===== config.mk =====
export PLATFORM = sky130hd
export DESIGN_NAME = ram_stream_flat
export DESIGN_NICKNAME = d
export VERILOG_FILES = /design/src/rtl/ram_stream_if.sv /design/src/rtl/ram_stream.sv /design/src/flat_wrapper.sv
export SDC_FILE = /design/constraint.sdc
export NUM_CORES = 1
export LEC_CHECK = 0
export BUFFER_PORTS_ARGS = -buffer_cell sky130_fd_sc_hd__buf_2
export CORE_MARGIN = 3
export CORE_UTILIZATION = 44
export CTS_CLUSTER_DIAMETER = 30
export DETAILED_ROUTE_END_ITERATION = 8
export PLACE_DENSITY = 0.76
export SLEW_MARGIN = 20
export SYNTH_ARGS = -nofsm -noshare
export SYNTH_HDL_FRONTEND = slang
export SYNTH_SLANG_ARGS = --single-unit

===== constraint.sdc =====
create_clock -name clk -period 2 [get_ports clk]
set_input_delay 0.2 -clock clk [delete_from_list [all_inputs] [get_ports clk]]
set_output_delay 0.2 -clock clk [all_outputs]
set_load 0.1 [all_outputs]

===== src/rtl/ram_stream_if.sv =====
// Bundle between ram_stream, its append producer, its stream consumer and the
// single-port RAM (async read, sync write).
interface ram_stream_if #(
   parameter int WIDTH      = 16,
   parameter int ADDR_WIDTH = 8
);
   logic                  append_valid;
   logic [WIDTH-1:0]      append_data;
   logic                  append_ready;

   logic                  out_valid;
   logic [WIDTH-1:0]      out_data;
   logic                  out_last;
   logic                  out_ready;

   logic [ADDR_WIDTH-1:0] ram_addr;
   logic [WIDTH-1:0]      ram_din;
   logic                  ram_we;
   logic [WIDTH-1:0]      ram_dout;

   // Controller side
   modport master (
      input  append_valid, append_data, out_ready, ram_dout,
      output append_ready, out_valid, out_data, out_last, ram_addr, ram_din, ram_we
   );

   // Environment side: producer, consumer and RAM
   modport slave (
      output append_valid, append_data, out_ready, ram_dout,
      input  append_ready, out_valid, out_data, out_last, ram_addr, ram_din, ram_we
   );
endinterface


===== src/rtl/ram_stream.sv =====
// Append/scan front-end for a single-port RAM: writes words at the fill pointer
// and streams entries 0..count-1 back on a registered valid/ready output.
module ram_stream #(
   parameter int WIDTH      = 16,
   parameter int ADDR_WIDTH = 8
) (
   input  logic                  clk,
   input  logic                  rst_n,
   ram_stream_if.master          bus,
   input  logic                  scan_start,
   input  logic                  clear,
   output logic                  busy,
   output logic [ADDR_WIDTH:0]   count,
   output logic                  full
);

   typedef enum logic [1:0] {
      IDLE,
      SCAN,
      DRAIN
   } state_t;

   localparam logic [ADDR_WIDTH:0] DEPTH = {1'b1, {ADDR_WIDTH{1'b0}}};

   state_t                state;
   state_t                state_nxt;
   logic [ADDR_WIDTH:0]   rd_ptr;
   logic                  append_fire;
   logic                  fetch;
   logic                  fetch_last;
   logic                  out_fire;

   assign full             = (count == DEPTH);
   assign busy             = (state != IDLE);
   assign bus.append_ready = (state == IDLE) && !full && !scan_start && !clear;
   assign append_fire      = bus.append_valid && bus.append_ready;

   // A fetch refills the output register whenever it is empty or being drained.
   assign fetch      = (state == SCAN) && (!bus.out_valid || bus.out_ready);
   // Full-width compare so a completely full table does not alias rd_ptr to 0.
   assign fetch_last = fetch && (rd_ptr == count - 1'b1);
   assign out_fire   = bus.out_valid && bus.out_ready;

   assign bus.ram_we   = append_fire;
   assign bus.ram_din  = bus.append_data;
   assign bus.ram_addr = (state == SCAN) ? rd_ptr[ADDR_WIDTH-1:0] : count[ADDR_WIDTH-1:0];

   // NOTE: state registers use non-blocking assignments so every flop samples
   // pre-edge values regardless of process ordering.
   always_ff @(posedge clk or negedge rst_n) begin
      if (!rst_n) state <= IDLE;
      else        state <= state_nxt;
   end

   // NOTE: the default assignment first guarantees no latch on any path.
   always_comb begin
      state_nxt = state;
      unique case (state)
         IDLE:    if (scan_start && count != '0) state_nxt = SCAN;
         SCAN:    if (fetch_last)                state_nxt = DRAIN;
         DRAIN:   if (out_fire)                  state_nxt = IDLE;
         default:                                state_nxt = IDLE;
      endcase
   end

   // Only IDLE may change count, which keeps it constant for the whole scan.
   always_ff @(posedge clk or negedge rst_n) begin
      if (!rst_n) begin
         count <= '0;
      end else if (state == IDLE) begin
         if (clear && !scan_start) count <= '0;
         else if (append_fire)     count <= count + 1'b1;
      end
   end

   always_ff @(posedge clk or negedge rst_n) begin
      if (!rst_n)                         rd_ptr <= '0;
      else if (state == IDLE && scan_start) rd_ptr <= '0;
      else if (fetch)                     rd_ptr <= rd_ptr + 1'b1;
   end

   // NOTE: only the control/output flops are reset; RAM contents survive reset
   // and are never read before being rewritten by an append.
   always_ff @(posedge clk or negedge rst_n) begin
      if (!rst_n) begin
         bus.out_valid <= 1'b0;
         bus.out_data  <= '0;
         bus.out_last  <= 1'b0;
      end else if (fetch) begin
         bus.out_valid <= 1'b1;
         bus.out_data  <= bus.ram_dout;
         bus.out_last  <= fetch_last;
      end else if (state == DRAIN && out_fire) begin
         bus.out_valid <= 1'b0;
         bus.out_last  <= 1'b0;
      end
   end

endmodule

===== src/flat_wrapper.sv =====
// flat-port wrapper written by rule: the top's interface ports become plain ports
module ram_stream_flat 
#(
   parameter int WIDTH      = 16,
   parameter int ADDR_WIDTH = 8
)
  (clk, rst_n, scan_start, clear, busy, count, full, bus_append_valid, bus_append_data, bus_out_ready, bus_ram_dout, bus_append_ready, bus_out_valid, bus_out_data, bus_out_last, bus_ram_addr, bus_ram_din, bus_ram_we);
  ram_stream_if #(.WIDTH(WIDTH), .ADDR_WIDTH(ADDR_WIDTH)) bus_i ();
  input  logic clk;
  input  logic rst_n;
  input  logic scan_start;
  input  logic clear;
  output logic busy;
  output logic [ADDR_WIDTH:0] count;
  output logic full;
  input wire logic [$bits(bus_i.append_valid)-1:0] bus_append_valid;
  input wire logic [$bits(bus_i.append_data)-1:0] bus_append_data;
  input wire logic [$bits(bus_i.out_ready)-1:0] bus_out_ready;
  input wire logic [$bits(bus_i.ram_dout)-1:0] bus_ram_dout;
  output wire logic [$bits(bus_i.append_ready)-1:0] bus_append_ready;
  output wire logic [$bits(bus_i.out_valid)-1:0] bus_out_valid;
  output wire logic [$bits(bus_i.out_data)-1:0] bus_out_data;
  output wire logic [$bits(bus_i.out_last)-1:0] bus_out_last;
  output wire logic [$bits(bus_i.ram_addr)-1:0] bus_ram_addr;
  output wire logic [$bits(bus_i.ram_din)-1:0] bus_ram_din;
  output wire logic [$bits(bus_i.ram_we)-1:0] bus_ram_we;
  assign bus_i.append_valid = bus_append_valid;
  assign bus_i.append_data = bus_append_data;
  assign bus_i.out_ready = bus_out_ready;
  assign bus_i.ram_dout = bus_ram_dout;
  assign bus_append_ready = bus_i.append_ready;
  assign bus_out_valid = bus_i.out_valid;
  assign bus_out_data = bus_i.out_data;
  assign bus_out_last = bus_i.out_last;
  assign bus_ram_addr = bus_i.ram_addr;
  assign bus_ram_din = bus_i.ram_din;
  assign bus_ram_we = bus_i.ram_we;
  ram_stream #(.WIDTH(WIDTH), .ADDR_WIDTH(ADDR_WIDTH)) u_core (.clk(clk), .rst_n(rst_n), .bus(bus_i), .scan_start(scan_start), .clear(clear), .busy(busy), .count(count), .full(full));
endmodule

# Word level (Yosys, flattened, before mapping)
# Cells that the tools add are included.
# Widths: inputs -> output; s select.
# op_classes
add_sub_neg	3
n_eq_ne	7
n_mux	12
n_reduce_logical	24
# op_table
op	count
$mux 9	4
$add 9x1->9 const B	2
$logic_and 1x1->1	11
$eq 9x9->1	1
$eq 9x9->1 const B	1
$reduce_bool 9->1	1
$sub 9x1->9 const B	1
$mux 8	1
$reduce_bool 2->1	4
$mux 2	3
$pmux 2 s3	1
$logic_not 1->1	4
$ne 2x1->1 const B	2
$mux 1	3
$reduce_and 3->1	1
$eq 2x1->1 const B	1
$eq 2x2->1 const B	1
$logic_not 2->1	1
$ne 2x2->1 const B	1
$reduce_and 2->1	1
$logic_or 1x1->1	1
# totals
register_bits	38
word_cells	52

# Longest topological paths before layout
# Gate-level depths: netlist of the first run.
# depth
depth_word	8
ltp_mapped	8
ltp_nobuf	7

# Worst setup path after synthesis of the first run
# No wires, ideal clock.
# synth_timing
kind	reg2out
from	register u_core.count[1]
to	output port bus_append_ready
arrival_time_ns	3.977
t_required_ns	1.800
path_slack_ns	-2.177
path_stages_with_launch	5
n_path_buf	0
path_cell_list	dfrtp_1 inv_1 ha_1 and4_2 nor3_1
# synth_via
elab_chain_len	5
# synth_rtl
item	line_no	text
start, declared	ram_stream.sv:13	output logic [ADDR_WIDTH:0] count,
start signal, assigned	ram_stream.sv:72	else if (append_fire) count <= count + 1'b1;
$eq 9x9->1	ram_stream.sv:33	assign full = (count == DEPTH);
net full	flat_wrapper.sv:15	output logic full;
$logic_not 1->1	ram_stream.sv:35	assign bus.append_ready = (state == IDLE) && !full && !scan_start && !clear;
$logic_and 1x1->1 (3 in series)	ram_stream.sv:35	
end, declared	flat_wrapper.sv:20	output wire logic [$bits(bus_i.append_ready)-1:0] bus_append_ready;
# The timed path passes the listed nets, and every way through them passes these cells.

# Final worst setup path of the first run
# layout_timing
from	register u_core.count[0]
to	register u_core.state[0]
# layout_via
elab_chain_len	5
word_cells_on_any_way	8
classes_between	add/sub (1); eq/ne (3); reduce/logical (4)
# layout_rtl
item	line_no	text
$sub 9x1->9	ram_stream.sv:41	assign fetch_last = fetch && (rd_ptr == count - 1'b1);
$eq 9x9->1	ram_stream.sv:41	
$logic_and 1x1->1	ram_stream.sv:41	
$ne 2x1->1 (no line)	--	
$reduce_and 3->1 (no line) *	--	
end signal, assigned	ram_stream.sv:52	else state <= state_nxt;
end, declared	ram_stream.sv:25	state_t state;
# Mark *: on every way between the ends. The rest lies on a longest branch, timed or not.
# A chain may end at the register's enable or synchronous reset.

==> flow_summary_export.csv, run 1 <==
group,metric,value,unit
status,outcome,"finished, final reports clean",
min_path,min_from,"bus_ram_dout[1]",
job,maxCapViolations,0,
cts,cts_tree,"built",
synth,synth_most_common_cell,"dfrtp_1",
min_path,hold_path_class,"input port to flop",
final_layout,seq_area,977,µm²
timing,worst_slack,64.9,ps
routing,ant_nets,0,
timing,fin_hold_ws,135,ps
final_layout,n_fill_cell,469,
floorplanning,initial_core_util,45.9,%
power,powerDensity,1400,nW/µm²
global_route,grt_pass1_vias,1832,
synth,ys_types,51,
synth,synth_commonest_cells,"dfrtp_1 (38), nand2_1 (26), buf_4 (18)",
worst_setup_path,path_cells,"inv_4 -> ha_4 -> xnor2_1 -> a2111o_1 -> a2111oi_4 -> o211ai_2 -> a21boi_4",
floorplanning,die_area,6280,µm²
worst_setup_path,cp.required,2160,ps
floorplanning,die_w,79.3,µm
synth,synth_area_leaders,"dfrtp_1 (40%), mux2_2 (8.1%), buf_4 (5.7%)",
synth,synth_top_area_share,40.3,%
synth,yosysWarnings,0,
worst_setup_path,path_class,"flop to flop",
worst_setup_path,critical_path.max_fanout,4,
global_route,gr-max-usage-layer,"met2",
routing,drc,0,
global_route,grt_pass1_wl,8580,µm
global_route,antenna_found_initial,0,
cts,insertion_delay,290,ps
routing,routed_via_density,5.33,
final_layout,drive_gt1_share,46.0,%
synth,synth_ff_type,"dfrtp_1",
cts,h-tree-depth,2,
routing,firstDrtPassIters,4,
synth,synth_edf_count,0,
timing,tightest_slew,674,ps
worst_setup_path,startpoint,"u_core.count[0]$_DFFE_PN0P_",
cts,numCtsBuffers,5,
global_route,met2_usage,29.6,%
cts,cts_root_buf,"clkbuf_8",
final_layout,final_nets,328,
cts,clock_path_buffers,2,
floorplanning,rows,26,
floorplanning,io_pins,93,
worst_setup_path,timing.rr.start,"u_core.count[0]$_DFFE_PN0P_",
routing,drtIter0Drc,86,
power,p_leak,1.32,nW
synth,synthesis.instances,232,
synth,ys_seq_area_share,40.3,%
synth,avgSynthCellArea,10.2,µm²
worst_setup_path,ff2ff_setup_slack,60,ps
final_layout,instances_no_fill,357,
timing,hold_viol,0,
floorplanning,core_area,5140,µm²
synth,ys_seq_elements,38,
global_route,grt_use_met1,21.9,%
routing,wl_per_cell,14.5,µm
placed_design,io_buffers,60,
synth,synth_nets,274,
timing,rsz0062_at_grt,"true",
synth,synth-async-reset-ratio,100,%
placed_design,dp_hpwl,3810,µm
final_layout,syn_to_final_growth,22.2,%
global_route,overflow,0,
timing,setup_tns,0,ps
timing,slew_violations,0,
timing,max_freq,517,MHz
cts,cts_sinks,38,
final_layout,diodes,0,
routing,vias,1902,
power,ir_drop,1.24,mV
worst_setup_path,cp-start-kind,"flop",
worst_setup_path,critPathArrivalTime,2100,ps
timing,finClkSkew,7.96,ps
global_route,grt_max_degree,31,
timing,period_minus_slack,1940,ps
timing,max-slew-margin-rel,55.1,%
synth,syn_area,2360,µm²
placed_design,dp_cells,341,
timing,period_share,96.8,%
cts,clk_pin_slew,80,ps
final_layout,multi_input_area,1230,µm²
worst_setup_path,endpoint_kind,"flop",
timing,setup_violations,0,
global_route,grt_usage,17.1,%
synth,synth_area_leader_cell,"dfrtp_1",
worst_setup_path,slowest_stage,"dfrtp_4",
placed_design,globalplace.congestion,0.873,
routing,finalWirelength,5180,µm
placed_design,pre_cts_slack,21.6,ps
global_route,gr-usage-met3,3.17,%
worst_setup_path,max_stage_delay,520,ps
floorplanning,chipHeight,79.3,µm
==> routing by layer <==
layer	routed length, µm	vias up
met4	29	0
met5	0	-
met3	307	6
li1	-	899
met1	2240	937
met2	2600	60
==> critical path, delay by kind of cell (launching register included) <==
| kind | cells | cell delay [ps] |
|---|---|---|
| AOI/OAI and AO/OA | 4 | 880 |
| DFF | 1 | 520 |
| adders and majority gates | 1 | 200 |
| xor gates and xnor gates | 1 | 120 |
| buffers and inverters | 1 | 90 |
==> path summary, 6_finish.rpt <==
path / depth (start not counted) / endpoint
setup / recovery: 7 / u_core.state[0]$_DFFE_PN0P_
hold / removal: 2 / u_core.bus.out_data[1]$_DFFE_PN0P_
setup reg to reg: 7 / u_core.state[0]$_DFFE_PN0P_
hold reg to reg: 1 / u_core.bus.out_data[1]$_DFFE_PN0P_
max in group asynchronous: 3 / u_core.bus.out_data[8]$_DFFE_PN0P_
min in group asynchronous: 2 / u_core.rd_ptr[1]$_DFFE_PN0P_
==> layout make-up <==
type | instances | area share, %
multi-input combinational | 159 | 42.7
sequential | 38 | 33.9
timing repair buffer | 76 | 16.5
tap | 70 | 3.04
clock buffer | 6 | 2.52
inverter | 6 | 0.867
clock inverter | 2 | 0.520
==> power by group <==
group | internal (mW) | switching [mW] | total (mW)
combinational | 0.616 | 1.81 | 2.42
clock | 0.246 | 0.272 | 0.518
sequential | 0.937 | 0.174 | 1.11
==> layout by cell type, fill, tap and decap left out, types with 2 or more instances in the layout <==
cell type	n
nand2_1	26
a211oi_1	2
buf_12	2
clkinvlp_4	2
o211ai_2	2
clkbuf_8	5
o21ai_0	10
buf_4	15
inv_1	4
nor4_4	3
dfrtp_2	3
dfrtp_4	6
o21ai_1	5
mux2_2	16
xor2_1	11
a21oi_1	5
and3_1	4
dfrtp_1	29
or3_1	4
ha_1	2
nor2_1	15
nand2b_1	2
o21ai_2	2
nor3_1	2
nand3_1	4
nand4_1	4
buf_2	50
clkbuf_4	7
xnor2_1	9
==> stage by stage <==
| stage | instance area (µm²) | util, % | power, mW |
|---|---|---|---|
| 3_5_place_dp | 2690 | 52.3 | 3.50 |
| 6_report | 2890 | 56.1 | 4.05 |
| 2_1_floorplan | 2430 | - | 3.27 |
| 5_1_grt | 2890 | 56.1 | 4.26 |
| 4_1_cts | 2810 | 54.6 | 4.04 |
| 3_3_place_gp | 2690 | 52.3 | 3.47 |
==> flip-flops by register name (all words and copies together), names as in the netlist <==
signal                flops
u_core.bus.out_data      16
u_core.bus.out_last       1
u_core.bus.out_valid      1
u_core.count              9
u_core.rd_ptr             9
u_core.state              2
==> cell families (layout without fill, tap and decap cells) <==
logic type                 after synthesis  after routing  synth area share, %
DFF                                     38             38                 40.3
AOI/OAI and AO/OA                       41             41                 13.8
adders and majority gates                4              4                 2.12
and+or+nand+nor                         76             76                 17.9
buffers and inverters                   35             90                 9.96
muxes                                   18             18                 8.53
xor gates and xnor gates                20             20                 7.42
==> what timing repair did <==
item	in CTS	in global routing
endpoints found under the setup margin	2	19
gates resized for setup	2	13
endpoints found under the hold margin	29	0
hold buffers	1	0
pin swaps	3	4
buffers inserted	2	5
gates cloned	0	0
Note: power is estimated with default switching activity, not from simulation.
==> inputs of run 2 (changes only) <==
- PLACE_DENSITY: 0.76 -> 0.79
==> flow_summary_export.csv, run 2 (synthesis results as in run 1) <==
group,metric,value,unit
status,outcome,"finished, final reports clean",
global_route,grt_pass1_wl,8630,µm
cts,insertion_delay,290,ps
placed_design,pre_cts_slack,14.6,ps
worst_setup_path,timing.rr.start,"u_core.count[0]$_DFFE_PN0P_",
worst_setup_path,startpoint,"u_core.count[0]$_DFFE_PN0P_",
timing,tightest_slew,614,ps
cts,cts_sinks,38,
timing,setup_violations,0,
routing,wl_per_cell,15.1,µm
floorplanning,die_area,6280,µm²
floorplanning,initial_core_util,45.9,%
floorplanning,chipHeight,79.3,µm
timing,slew_violations,0,
timing,max-slew-margin-rel,59.1,%
timing,max_freq,518,MHz
final_layout,diodes,0,
timing,worst_slack,70.1,ps
power,p_leak,1.33,nW
cts,cts_root_buf,"clkbuf_8",
worst_setup_path,critical_path.max_fanout,4,
cts,numCtsBuffers,5,
routing,ant_nets,0,
power,ir_drop,1.16,mV
placed_design,io_buffers,60,
timing,period_minus_slack,1930,ps
global_route,grt_pass1_vias,1884,
floorplanning,rows,26,
final_layout,final_nets,323,
global_route,grt_usage,17.4,%
global_route,grt_max_degree,28,
cts,clock_path_buffers,2,
job,maxCapViolations,0,
worst_setup_path,cp.required,2180,ps
worst_setup_path,critPathArrivalTime,2110,ps
placed_design,globalplace.congestion,0.890,
timing,setup_tns,0,ps
floorplanning,die_w,79.3,µm
routing,drtIter0Drc,72,
cts,h-tree-depth,2,
worst_setup_path,cp-start-kind,"flop",
final_layout,final_common_cell,"buf_2",
power,powerDensity,1500,nW/µm²
floorplanning,io_pins,93,
routing,drc,0,
routing,routed_via_density,5.36,
min_path,hold_path_depth,2,
final_layout,largest_reg_flops,16,
worst_setup_path,path_class,"flop to flop",
cts,clk_pin_slew,80,ps
global_route,antenna_found_initial,0,
final_layout,syn_to_final_growth,23.7,%
timing,period_share,96.5,%
floorplanning,core_area,5140,µm²
timing,finClkSkew,6.66,ps
cts,cts_tree,"built",
routing,finalWirelength,5320,µm
min_path,hold_path_class,"input port to flop",
timing,hold_viol,0,
final_layout,drive_gt1_share,45.7,%
global_route,overflow,0,
routing,firstDrtPassIters,4,
placed_design,dp_hpwl,3900,µm
final_layout,largest-register,"u_core.bus.out_data",
min_path,min_from,"bus_ram_dout[4]",
final_layout,final_cell_mix,"buf_2 (49), dfrtp_1 (29), nand2_1 (26)",
worst_setup_path,endpoint_kind,"flop",
worst_setup_path,r2r_cells,7,
final_layout,reg_top3,"u_core.bus.out_data (16), u_core.count (9), u_core.rd_ptr (9)",
routing,vias,1885,
[run 2: layout make-up]
type | count | area [µm²]
inverter | 6 | 25.0
timing repair buffer | 71 | 442
multi-input combinational | 159 | 1250
clock buffer | 6 | 82.6
sequential | 38 | 977
tap | 70 | 87.6
clock inverter | 2 | 60.1
fill | 476 | 2220
[run 2: worst paths after layout]
| path | endpoint | slack [ps] |
|---|---|---|
| setup / recovery | u_core.state[0]$_DFFE_PN0P_ | 70 |
| hold / removal | u_core.bus.out_data[4]$_DFFE_PN0P_ | 130 |
| setup reg to reg | u_core.state[0]$_DFFE_PN0P_ | 70 |
| hold reg to reg | u_core.bus.out_data[2]$_DFFE_PN0P_ | 510 |
| max in group asynchronous | u_core.bus.out_data[9]$_DFFE_PN0P_ | 940 |
| min in group asynchronous | u_core.count[3]$_DFFE_PN0P_ | 450 |
[run 2: per-layer routing]
layer,track usage [%],wire (µm)
met1,21.5,2320
met2,30.6,2650
met3,4.20,311
met4,4.30,49
met5,0,0
[run 2: repair_timing]
| action | in CTS | in global routing |
|---|---|---|
| pin swaps | 2 | 3 |
| setup buffers | 2 | 1 |
| endpoints found under the hold margin | 26 | 0 |
| endpoints found under the setup margin | 7 | 11 |
| hold buffers | 1 | 0 |
| gates resized for setup | 7 | 11 |
[run 2: power by group]
part	total (mW)	switching [mW]	leakage, nW	internal (mW)
Clock	0.816	0.284	0.0714	0.532
Sequential	1.12	0.178	0.460	0.937
Combinational	2.45	1.82	0.797	0.634
[run 2: metrics by stage]
| stage | cell area [µm²] | power, mW | hold WS (ps) | util, % | instances |
|---|---|---|---|---|---|
| 2_1_floorplan | 2430 | 3.27 | -95.6 | - | 232 |
| 5_1_grt | 2920 | 4.58 | 126 | 56.8 | 352 |
| 4_1_cts | 2870 | 4.33 | 127 | 55.8 | 351 |
| 3_3_place_gp | 2680 | 3.45 | 241 | 52.2 | 340 |
| 3_5_place_dp | 2680 | 3.49 | 252 | 52.2 | 340 |
| 6_report | 2920 | 4.39 | 132 | 56.8 | 352 |
[run 2: critical path, stage by stage (launching register included)]
cell and delay, ps:
dfrtp_4 520, inv_4 100, ha_4 210, xnor2_1 120, a2111o_1 330, a2111oi_4 220, o211ai_2 160, a21boi_4 160
==> inputs of run 3 (changes only) <==
- ABC_AREA: default -> 1
- CORE_UTILIZATION: 44 -> 45
- PLACE_DENSITY: 0.79 -> 0.75
==> flow_summary_export.csv, run 3 <==
group,metric,value,unit
status,outcome,"finished, final reports clean",
synth,ys_seq_area_share,38.9,%
synth,synthesis.instances,343,
final_layout,n_fill_cell,476,
timing,fin_hold_ws,91.6,ps
timing,slew_violations,0,
cts,numCtsBuffers,5,
synth,syn_area,2440,µm²
timing,worst_slack,8.89,ps
final_layout,largest-register,"u_core.bus.out_data",
floorplanning,chipHeight,79.7,µm
floorplanning,initial_core_util,47.3,%
placed_design,pre_cts_slack,151,ps
placed_design,dp_hpwl,4350,µm
cts,cts_tree,"built",
global_route,grt_max_degree,30,
placed_design,dp_cells,454,
timing,setup_violations,0,
global_route,antenna_found_initial,0,
floorplanning,core_area,5170,µm²
global_route,overflow,0,
synth,synth_most_common_cell,"nand2_1",
routing,vias,2351,
cts,cts_root_buf,"clkbuf_8",
cts,insertion_delay,300,ps
worst_setup_path,critPathArrivalTime,1790,ps
synth,yosysWarnings,0,
timing,hold_viol,0,
synth,synth_nets,385,
synth,synth-async-reset-ratio,100,%
cts,clock_path_buffers,2,
final_layout,multi_input_area,1270,µm²
routing,routed_via_density,4.98,
cts,cts_sinks,38,
routing,ant_nets,0,
global_route,grt_pass1_vias,2359,
final_layout,final_nets,443,
timing,max_freq,502,MHz
floorplanning,die_area,6350,µm²
timing,rsz0062_at_grt,"true",
min_path,hold_path_depth,3,
synth,synth_top_area_share,38.9,%
worst_setup_path,cp-start-kind,"flop",
synth,synth_area_leaders,"dfrtp_1 (39%), nand2_1 (20%), buf_4 (5.2%)",
final_layout,largest_reg_flops,16,
routing,drtIter0Drc,113,
timing,max-slew-margin-rel,54.9,%
worst_setup_path,critical_path.max_fanout,5,
power,powerDensity,1600,nW/µm²
final_layout,final_cell_mix,"nand2_1 (127), buf_2 (57), dfrtp_1 (30)",
final_layout,final_area,3090,µm²
final_layout,reg_top3,"u_core.bus.out_data (16), u_core.count (9), u_core.rd_ptr (9)",
synth,synth_ff_type,"dfrtp_1",
job,maxCapViolations,0,
global_route,grt_pass1_wl,10500,µm
timing,tightest_slew,676,ps
timing,finClkSkew,4.33,ps
routing,wl_per_cell,12.9,µm
final_layout,final_common_cell,"nand2_1",
cts,h-tree-depth,2,
worst_setup_path,r2r_cells,13,
synth,avgSynthCellArea,7.13,µm²
routing,drc,0,
final_layout,drive_gt1_share,31.6,%
final_layout,instances_no_fill,472,
worst_setup_path,endpoint_kind,"output pin",
final_layout,syn_to_final_growth,26.4,%
cts,clk_pin_slew,80,ps
synth,synth_area_leader_cell,"dfrtp_1",
final_layout,diodes,0,
synth,synth_edf_count,0,
global_route,grt_usage,20.7,%
worst_setup_path,path_class,"flop to output pin",
floorplanning,rows,26,
placed_design,io_buffers,60,
synth,ys_seq_elements,38,
synth,ys_types,32,
routing,finalWirelength,6080,µm
timing,period_share,99.6,%
timing,period_minus_slack,1990,ps
placed_design,globalplace.congestion,0.901,
routing,firstDrtPassIters,4,
power,p_leak,1.64,nW
worst_setup_path,cp.required,1800,ps
min_path,hold_path_class,"input port to flop",
placed_design,dpl_cell_area,2840,µm²
floorplanning,io_pins,93,
power,ir_drop,1.18,mV
synth,synth_commonest_cells,"nand2_1 (128), dfrtp_1 (38), inv_1 (31)",
floorplanning,die_w,79.7,µm
final_layout,seq_area,978,µm²
run 3: cell count changes in the layout (fill, tap and decap cells not counted), sizes merged, moves of 6 or more:
cell / before / now
nand2: 26 / 134
inv: 6 / 34
nand3: 4 / 22
mux2: 17 / 0
nor2: 17 / 30
nor3: 3 / 14
buf: 66 / 74
xor2: 11 / 5
run 3: report_power, final:
group	switching [mW]	leakage (nW)	internal, mW
Sequential	0.176	0.471	0.960
Clock	0.294	0.0683	0.500
Combinational	2.34	1.10	0.686
Total	2.81	1.64	2.15
run 3: through the flow:
step,power [mW],setup TNS [ps],util (%)
floorplan,3.69,-1340,-
global placement,4.00,0,54.9
detailed placement,4.03,0,54.9
CTS,4.88,0,58.5
global route,5.26,-72.5,59.7
finish,4.96,0,59.7
run 3: cells by family after synthesis:
| kind of cell | count (synthesis) | share of synthesized area (%) |
|---|---|---|
| adder cells (fa/ha/maj) | 4 | 2.05 |
| AND/OR/NAND/NOR | 206 | 37.3 |
| AO/OA/AOI/OAI | 26 | 6.14 |
| buffers and inverters | 60 | 12.4 |
| flip-flops | 38 | 38.9 |
| XOR/XNOR | 9 | 3.22 |
run 3: worst max-delay path: stages (launching register included):
cell and delay [ps]:
dfrtp_4 520, inv_4 80, ha_4 120, inv_2 40, nor3_4 210, nand2_2 130, nand3_4 110, clkinvlp_4 110
buf_12 170
run 3: area by class of cell:
cell class / count / share of cell area, %
multi-input cells: 245 / 41.2
flip-flops and latches: 38 / 31.7
repair buffers: 75 / 14.9
inverters: 36 / 4.94
well taps: 70 / 2.83
clock buffers: 5 / 2.23
clock inverters: 3 / 2.23
run 3: final timing paths:
check,startpoint,end,slack [ps]
setup / recovery,u_core.count[1]$_DFFE_PN0P_,bus_ram_we,9
hold / removal,bus_ram_dout[4],u_core.bus.out_data[4]$_DFFE_PN0P_,90
setup reg to reg,u_core.count[0]$_DFFE_PN0P_,u_core.state[0]$_DFFE_PN0P_,200
hold reg to reg,u_core.bus.out_data[5]$_DFFE_PN0P_,u_core.bus.out_data[5]$_DFFE_PN0P_,480
max in group asynchronous,rst_n,u_core.bus.out_data[7]$_DFFE_PN0P_,960
min in group asynchronous,rst_n,u_core.count[6]$_DFFE_PN0P_,470
run 3: timing repair:
action | in CTS | in global routing
resized for setup | 6 | 3
setup buffers | 2 | 7
hold buffers | 1 | 0
setup endpoints to repair | 2 | 3
hold endpoints to repair | 27 | 0
pin swaps | 0 | 2
run 3: routing by layer:
metal  GRT usage [%]  vias to the layer above  share of wire [%]
li1                -                     1176                  -
met1            25.7                     1077                 43
met2            35.6                       87                 48
met3            5.64                       11                7.2
met4            4.98                        0                1.5
met5               0                        -                  0
